File: src/rtl/adder_sum_accumulator.sv
// Accumulates a burst of N_TERMS unsigned adder sums into a saturating ACC_W-bit total
// and hands the result and a sticky overflow flag downstream over a valid/ready handshake.
module adder_sum_accumulator #(
    parameter int IN_W    = 12,
    parameter int ACC_W   = 16,
    parameter int N_TERMS = 4
) (
    input  logic             clk,
    input  logic             rst,
    input  logic             start,
    input  logic             in_valid,
    output logic             in_ready,
    input  logic [IN_W-1:0]  in_sum,
    output logic             out_valid,
    input  logic             out_ready,
    output logic [ACC_W-1:0] out_acc,
    output logic             out_ovf,
    output logic             busy
);

    // state | meaning
    // IDLE  | waiting for start; last result held on out_acc/out_ovf
    // ACCUM | accepting terms, one per cycle when in_valid
    // DONE  | result presented until out_ready
    typedef enum logic [1:0] {
        IDLE  = 2'd0,
        ACCUM = 2'd1,
        DONE  = 2'd2
    } state_t;

    localparam int CNT_W = $clog2(N_TERMS + 1);

    state_t           state;
    state_t           state_nxt;
    logic [ACC_W-1:0] acc;
    logic [ACC_W-1:0] acc_nxt;
    logic             ovf;
    logic             ovf_nxt;
    logic [CNT_W-1:0] count;
    logic [ACC_W-1:0] res_acc;
    logic             res_ovf;
    logic [ACC_W:0]   sum;
    logic             xfer;
    logic             last;

    assign xfer = (state == ACCUM) && in_valid;
    assign last = (count == CNT_W'(N_TERMS - 1));
    assign sum  = {1'b0, acc} + (ACC_W + 1)'(in_sum);

    // A carry out of the extra bit pins the total at all ones; a saturated acc
    // can only carry again or stay put, so it remains saturated for the burst.
    always_comb begin
        acc_nxt = sum[ACC_W-1:0];
        ovf_nxt = ovf;
        if (sum[ACC_W]) begin
            acc_nxt = '1;
            ovf_nxt = 1'b1;
        end
    end

    always_ff @(posedge clk) begin
        if (rst) begin
            state <= IDLE;
        end else begin
            state <= state_nxt;
        end
    end

    always_comb begin
        state_nxt = state;
        case (state)
            IDLE:    if (start) state_nxt = ACCUM;
            ACCUM:   if (xfer && last) state_nxt = DONE;
            DONE:    if (out_ready) state_nxt = IDLE;
            default: state_nxt = IDLE;
        endcase
    end

    always_comb begin
        in_ready  = 1'b0;
        out_valid = 1'b0;
        busy      = 1'b0;
        case (state)
            ACCUM: begin
                in_ready = 1'b1;
                busy     = 1'b1;
            end
            DONE: begin
                out_valid = 1'b1;
                busy      = 1'b1;
            end
            default: ;
        endcase
    end

    // Result registers load with the final term so they stay put after DONE.
    always_ff @(posedge clk) begin
        if (rst) begin
            acc     <= '0;
            ovf     <= 1'b0;
            count   <= '0;
            res_acc <= '0;
            res_ovf <= 1'b0;
        end else if (state == IDLE && start) begin
            acc   <= '0;
            ovf   <= 1'b0;
            count <= '0;
        end else if (xfer) begin
            acc   <= acc_nxt;
            ovf   <= ovf_nxt;
            count <= count + CNT_W'(1);
            if (last) begin
                res_acc <= acc_nxt;
                res_ovf <= ovf_nxt;
            end
        end
    end

    assign out_acc = res_acc;
    assign out_ovf = res_ovf;

endmodule

File: config.mk
export PLATFORM = sky130hd
export DESIGN_NAME = adder_sum_accumulator
export DESIGN_NICKNAME = d
export VERILOG_FILES = /design/src/rtl/adder_sum_accumulator.sv
export SDC_FILE = /design/constraint.sdc
export NUM_CORES = 1
export LEC_CHECK = 0
export ABC_AREA = 1
export BUFFER_PORTS_ARGS = -buffer_cell sky130_fd_sc_hd__clkbuf_2
export CORE_MARGIN = 2
export CORE_UTILIZATION = 50
export CTS_CLUSTER_DIAMETER = 200
export DETAILED_ROUTE_END_ITERATION = 8
export GPL_ROUTABILITY_DRIVEN = 0
export PLACE_DENSITY = 0.67
export SYNTH_ARGS = -nofsm -noshare
export SYNTH_HDL_FRONTEND = slang
export SYNTH_SLANG_ARGS = --single-unit
File: constraint.sdc
create_clock -name clk -period 2.1 [get_ports clk]
set_input_delay 0.105 -clock clk [delete_from_list [all_inputs] [get_ports clk]]
set_output_delay 0.105 -clock clk [all_outputs]
set_load 0.02 [all_outputs]
==> results of run 1 <==
## critical path: stages (launching register included)
cell and delay [ns]:
dfxtp_2 0.34, ha_4 0.16, fa_2 0.40, nand2_2 0.08, nand2_2 0.08, nand3_2 0.10, nand2_4 0.07, a21oi_4 0.19
buf_6 0.14, buf_6 0.11, nand4_1 0.09, nand2_1 0.11, inv_1 0.04
## power breakdown
| part | total [mW] | switching [mW] | internal, mW |
|---|---|---|---|
| logic | 0.848 | 0.553 | 0.296 |
| registers | 0.864 | 0.0518 | 0.812 |
| clock network | 0.562 | 0.262 | 0.300 |
## layout make-up
type                            count  area, um^2
Clock buffer                        8         100
Fill cell                         477        1830
Inverter                           67         251
Multi-Input combinational cell    262        1410
Sequential cell                    39         782
Tap cell                           67        83.8
Timing Repair Buffer               46         267
## stage by stage
stage | setup slack [ns] | utilization
2_1_floorplan | 0.228 | -
3_3_place_gp | 0.0532 | 0.577
3_5_place_dp | -0.0160 | 0.577
4_1_cts | 0.0298 | 0.603
5_1_grt | 0.00525 | 0.612
6_report | 0.0974 | 0.612
## cells by family after synthesis
group                      after synthesis  share of synthesized area
DFF                                     39                      0.318
adders and majority gates               20                      0.105
xor gates and xnor gates                 5                     0.0178
buffers and inverters                   75                      0.119
and+or+nand+nor                        180                      0.315
AOI/OAI and AO/OA                       57                      0.125
## synthesized netlist by cell type (3+ instances only)
library cell,instances,area (um^2)
or2_2,3,18.8
o21ai_0,25,125
inv_1,65,244
nand2_2,5,31.3
dfxtp_1,39,781
ha_1,19,238
nand4_1,5,31.3
nand3_1,16,80.1
nand2_1,79,297
nor2_1,60,225
a21oi_1,21,105
nor3_1,4,20.0
clkbuf_1,5,18.8
o21ai_1,7,35.0
xor2_1,5,43.8
## path summary, 6_finish.rpt
path                 endpoint  slack (ns)
setup / recovery      acc[14]         0.1
hold / removal    out_acc[14]        0.25
setup reg to reg      acc[14]         0.1
hold reg to reg      count[1]        0.48
## layer usage
metal | GRT usage | wire length [um] | vias to the layer above
met3 | 0.0501 | 179 | 8
met1 | 0.309 | 2880 | 1074
met4 | 0.0889 | 119 | 0
met2 | 0.372 | 2730 | 42
met5 | 0 | 0 | -
li1 | - | - | 1262
## sequential cells by signal, indices dropped and copies added (netlist names)
| register | count |
|---|---|
| acc | 16 |
| count | 3 |
| out_acc | 16 |
| out_ovf | 1 |
| ovf | 1 |
| state | 2 |
## repair_timing
item / CTS / global route
resized for setup: 0 / 12
setup endpoints to repair: 20 / 30
pin swaps: 0 / 7
buffers inserted: 3 / 1
## placed cells by master (no fill, tap or decap), drive strengths merged
cell type	count
nand4	5
fa	1
or2	4
and2	1
o221ai	1
nor2	60
dfxtp	39
xor2	5
ha	19
clkbuf	44
inv	66
nand3b	2
clkinv	1
o211ai	1
nor3	5
o21ai	32
nand2	85
a21oi	23
buf	10
nand3	18
==> metrics.yaml, run 1 <==
status: "finished clean"
antenna_found_initial: 0
post-dp-hpwl_um: 4500
rsz0062_at_grt: "true"
grt_pass1_vias: 2225
p_per_area_nw_per_um2: 786
grt_max_degree: 25
syn-cell-area_um2: 2450
wire_per_inst_um: 12.1
htreeDepth: 2
crit_fanout: 7
io_buffer_count: 36
critical_path.startpoint: "acc[0]"
dieArea_um2: 5490
min_path_cells: 4
avgSynthCellArea_um2: 6.53
critical_path_class: "flop to flop"
syn2layout_area_growth_pct: 17.8
skew_ns: 0.00729
arrival_ns: 2.19
hold_start: "rst"
drc: 0
drive_gt1_frac: 0.180
worstSetupStartpointType: "flop"
vias: 2386
io_pins: 37
worstPathRequired_ns: 2.29
yosys.cell_types.count: 30
post-route-min-period_ns: 2.00
firstDrtPassIters: 4
cts_tree: "built"
drv_cap: 0
post-route-period-util: 0.954
p_leak_nw: 1.61
grt_overflow: 0
dieWidth_um: 74.1
cts_buffer_depth: 2
synth-seq-area-share: 0.318
reg2reg_depth: 12
ys_async_sr_fraction: 0
yosys_warnings: 0
hold_viol: 0
dp_cells: 477
fmax_mhz: 499
grtUsageTotal: 0.233
max-slew-margin-rel: 0.497
tns_ns: 0
numCtsBuffers: 5
clk_pin_slew_ns: 0.07
worstMarginPinSlew_ns: 0.753
setup_viol: 0
numClockSinks: 39
rows: 25
diodes: 0
clk-insertion-delay-late_ns: 0.29
avgViaCountPerCell: 4.88
power_mw: 2.28
core_area_um2: 4720
die_h_um: 74.1
final-instance-count-excl-fill: 489
vdd_ir_drop_max_v: 0.000466
ctsRootBufferMaster: "clkbuf_8"
postCtsHoldBufs: 0
syn_inst: 376
synth_fp_nets: 413
synth_seq_cells: 39
min_path_type: "input pin to flop"
synthFlopType: "dfxtp_1"
routed_wl_um: 5920
drtIter0Drc: 111
placed_area_um2: 2720
slew_violations: 0
nets: 458
endpoint_kind: "flop"
ant_nets: 0
holdWs_ns: 0.249
crit-reg2reg-launch: "acc[0]"
final_cell_area_um2: 2890
grt_pass1_wl_um: 9790
synth_edf_count: 0
initial_core_util: 0.520
Power figures use the tool's default switching activity.
==> inputs of run 2 (changes only) <==
- PLACE_DENSITY: 0.67 -> 0.7
- clock period: 2.1 -> 1.7 ns (I/O delays scaled with it)
==> metrics.yaml, run 2 (synthesized netlist as in run 1, its figures left out) <==
vdd_ir_drop_max_v: 0.000627
antenna_found_initial: 0
drive_gt1_frac: 0.264
dieWidth_um: 74.1
vias: 2521
routed_wl_um: 6250
diodes: 0
preCtsSetupSlack_ns: -0.265
firstDrtPassIters: 6
wire_per_inst_um: 12.2
post-dp-hpwl_um: 4640
status: "finished with violations"
critical_path_class: "flop to flop"
htreeDepth: 2
tns_ns: -7.10
io_buffer_count: 36
initial_core_util: 0.520
final_cell_mix: "nand2_1 (76), inv_1 (63), nor2_1 (52)"
ctsRootBufferMaster: "clkbuf_8"
worstSetupStartpointType: "flop"
reg2reg_slack_ns: -0.25
crit-reg2reg-launch: "acc[0]"
setup_viol: 34
grtUsageTotal: 0.234
dieArea_um2: 5490
ant_nets: 0
cts_buffer_depth: 2
die_h_um: 74.1
min_path_type: "input pin to flop"
rows: 25
numCtsBuffers: 5
avgViaCountPerCell: 4.93
cts_tree: "built"
grt_pass1_wl_um: 9930
violations: "negative setup slack"
p_leak_nw: 1.74
pwr-share-seq: 0.357
numClockSinks: 39
p_clk_frac: 0.213
slew_violations: 0
clk-insertion-delay-late_ns: 0.29
endpoint_kind: "flop"
nets: 480
timing.final.ws_setup_ns: -0.252
post-route-period-util: 1.15
final_common_cell: "nand2_1"
cp-endpoint: "acc[7]"
multiInputGateArea_um2: 1490
reg2reg_depth: 11
skew_ns: 0.00531
fill_cells: 428
switching_share: 0.395
drc: 0
r2r_end: "acc[7]"
arrival_ns: 2.14
crit_fanout: 7
hold_viol: 0
fmax_mhz: 512
final_util: 0.666
io_pins: 37
rsz0062_at_grt: "true"
max-slew-margin-rel: 0.779
syn2layout_area_growth_pct: 28.1
grt_pass1_vias: 2377
internal_power_mw: 1.81
worstMarginPinSlew_ns: 0.330
comb_power_share: 0.431
postCtsHoldBufs: 0
worstPathRequired_ns: 1.89
core_area_um2: 4720
register_area_um2: 782
drtIter0Drc: 118
post-route-min-period_ns: 1.95
clk_pin_slew_ns: 0.08
drv_cap: 0
critical_path.startpoint: "acc[0]"
p_per_area_nw_per_um2: 952
p_sw_mw: 1.18
grt_max_degree: 25
grt_overflow: 0
==> run 2: cell types whose count changed in the layout (fill, tap and decap cells not counted), sizes merged <==
cell and delta:
clkbuf -2, buf +22, clkinvlp +1, clkinv +1
==> run 2: final cells by class <==
cell class,instances,area share
clock buffer,6,0.0231
clock inverter,2,0.00398
inverter,67,0.0800
multi-input combinational,262,0.474
sequential,39,0.249
tap,67,0.0267
timing repair buffer,68,0.144
==> run 2: worst min path at each step <==
stage,startpoint,end,cells past startpoint
floorplan,rst,count[1],3
global placement,count[1],count[1],2
global route,rst,out_acc[13],4
CTS,rst,out_acc[12],4
finish,rst,out_acc[14],4
detailed placement,count[1],count[1],2
==> run 2: per-layer routing <==
layer | track usage | vias up | part of all wire
met5 | 0 | - | 0
met4 | 0.0869 | 0 | 0.020
met3 | 0.0393 | 12 | 0.029
met2 | 0.433 | 38 | 0.52
met1 | 0.269 | 1161 | 0.43
li1 | - | 1310 | -
==> run 2: metrics by stage <==
stage	hold WS [ns]	instances	power, mW	instance area, um^2
2_1_floorplan	0.344	376	1.87	2480
3_3_place_gp	0.457	497	2.23	2920
3_5_place_dp	0.471	497	2.26	2920
4_1_cts	0.182	508	2.94	3090
5_1_grt	0.209	511	3.20	3150
6_report	0.198	511	2.99	3150
==> run 2: worst max-delay path, cell delays in order, from the launching register on <==
cell and delay [ns]:
dfxtp_2 0.34, ha_4 0.16, fa_2 0.34, nand2_2 0.09, nand2_2 0.08, nand3_2 0.10
nand2_4 0.06, a21oi_4 0.24, buf_4 0.16, inv_2 0.05, nor2_2 0.13, a21oi_1 0.08
==> run 2: timing repair <==
item / 4_1_cts / 5_1_grt
setup endpoints to repair: 35 / 36
buffers inserted: 4 / 3
gates resized for setup: 16 / 12
pin swaps: 8 / 4
==> run 2: power groups by stage <==
| stage | sequential [mW] | clock [mW] | combinational, mW |
|---|---|---|---|
| 2_1_floorplan | 1.07 | 0 | 0.794 |
| 3_3_place_gp | 1.08 | 0 | 1.14 |
| 3_5_place_dp | 1.09 | 0 | 1.18 |
| 4_1_cts | 1.07 | 0.643 | 1.23 |
| 5_1_grt | 1.08 | 0.671 | 1.45 |
| 6_report | 1.07 | 0.636 | 1.29 |
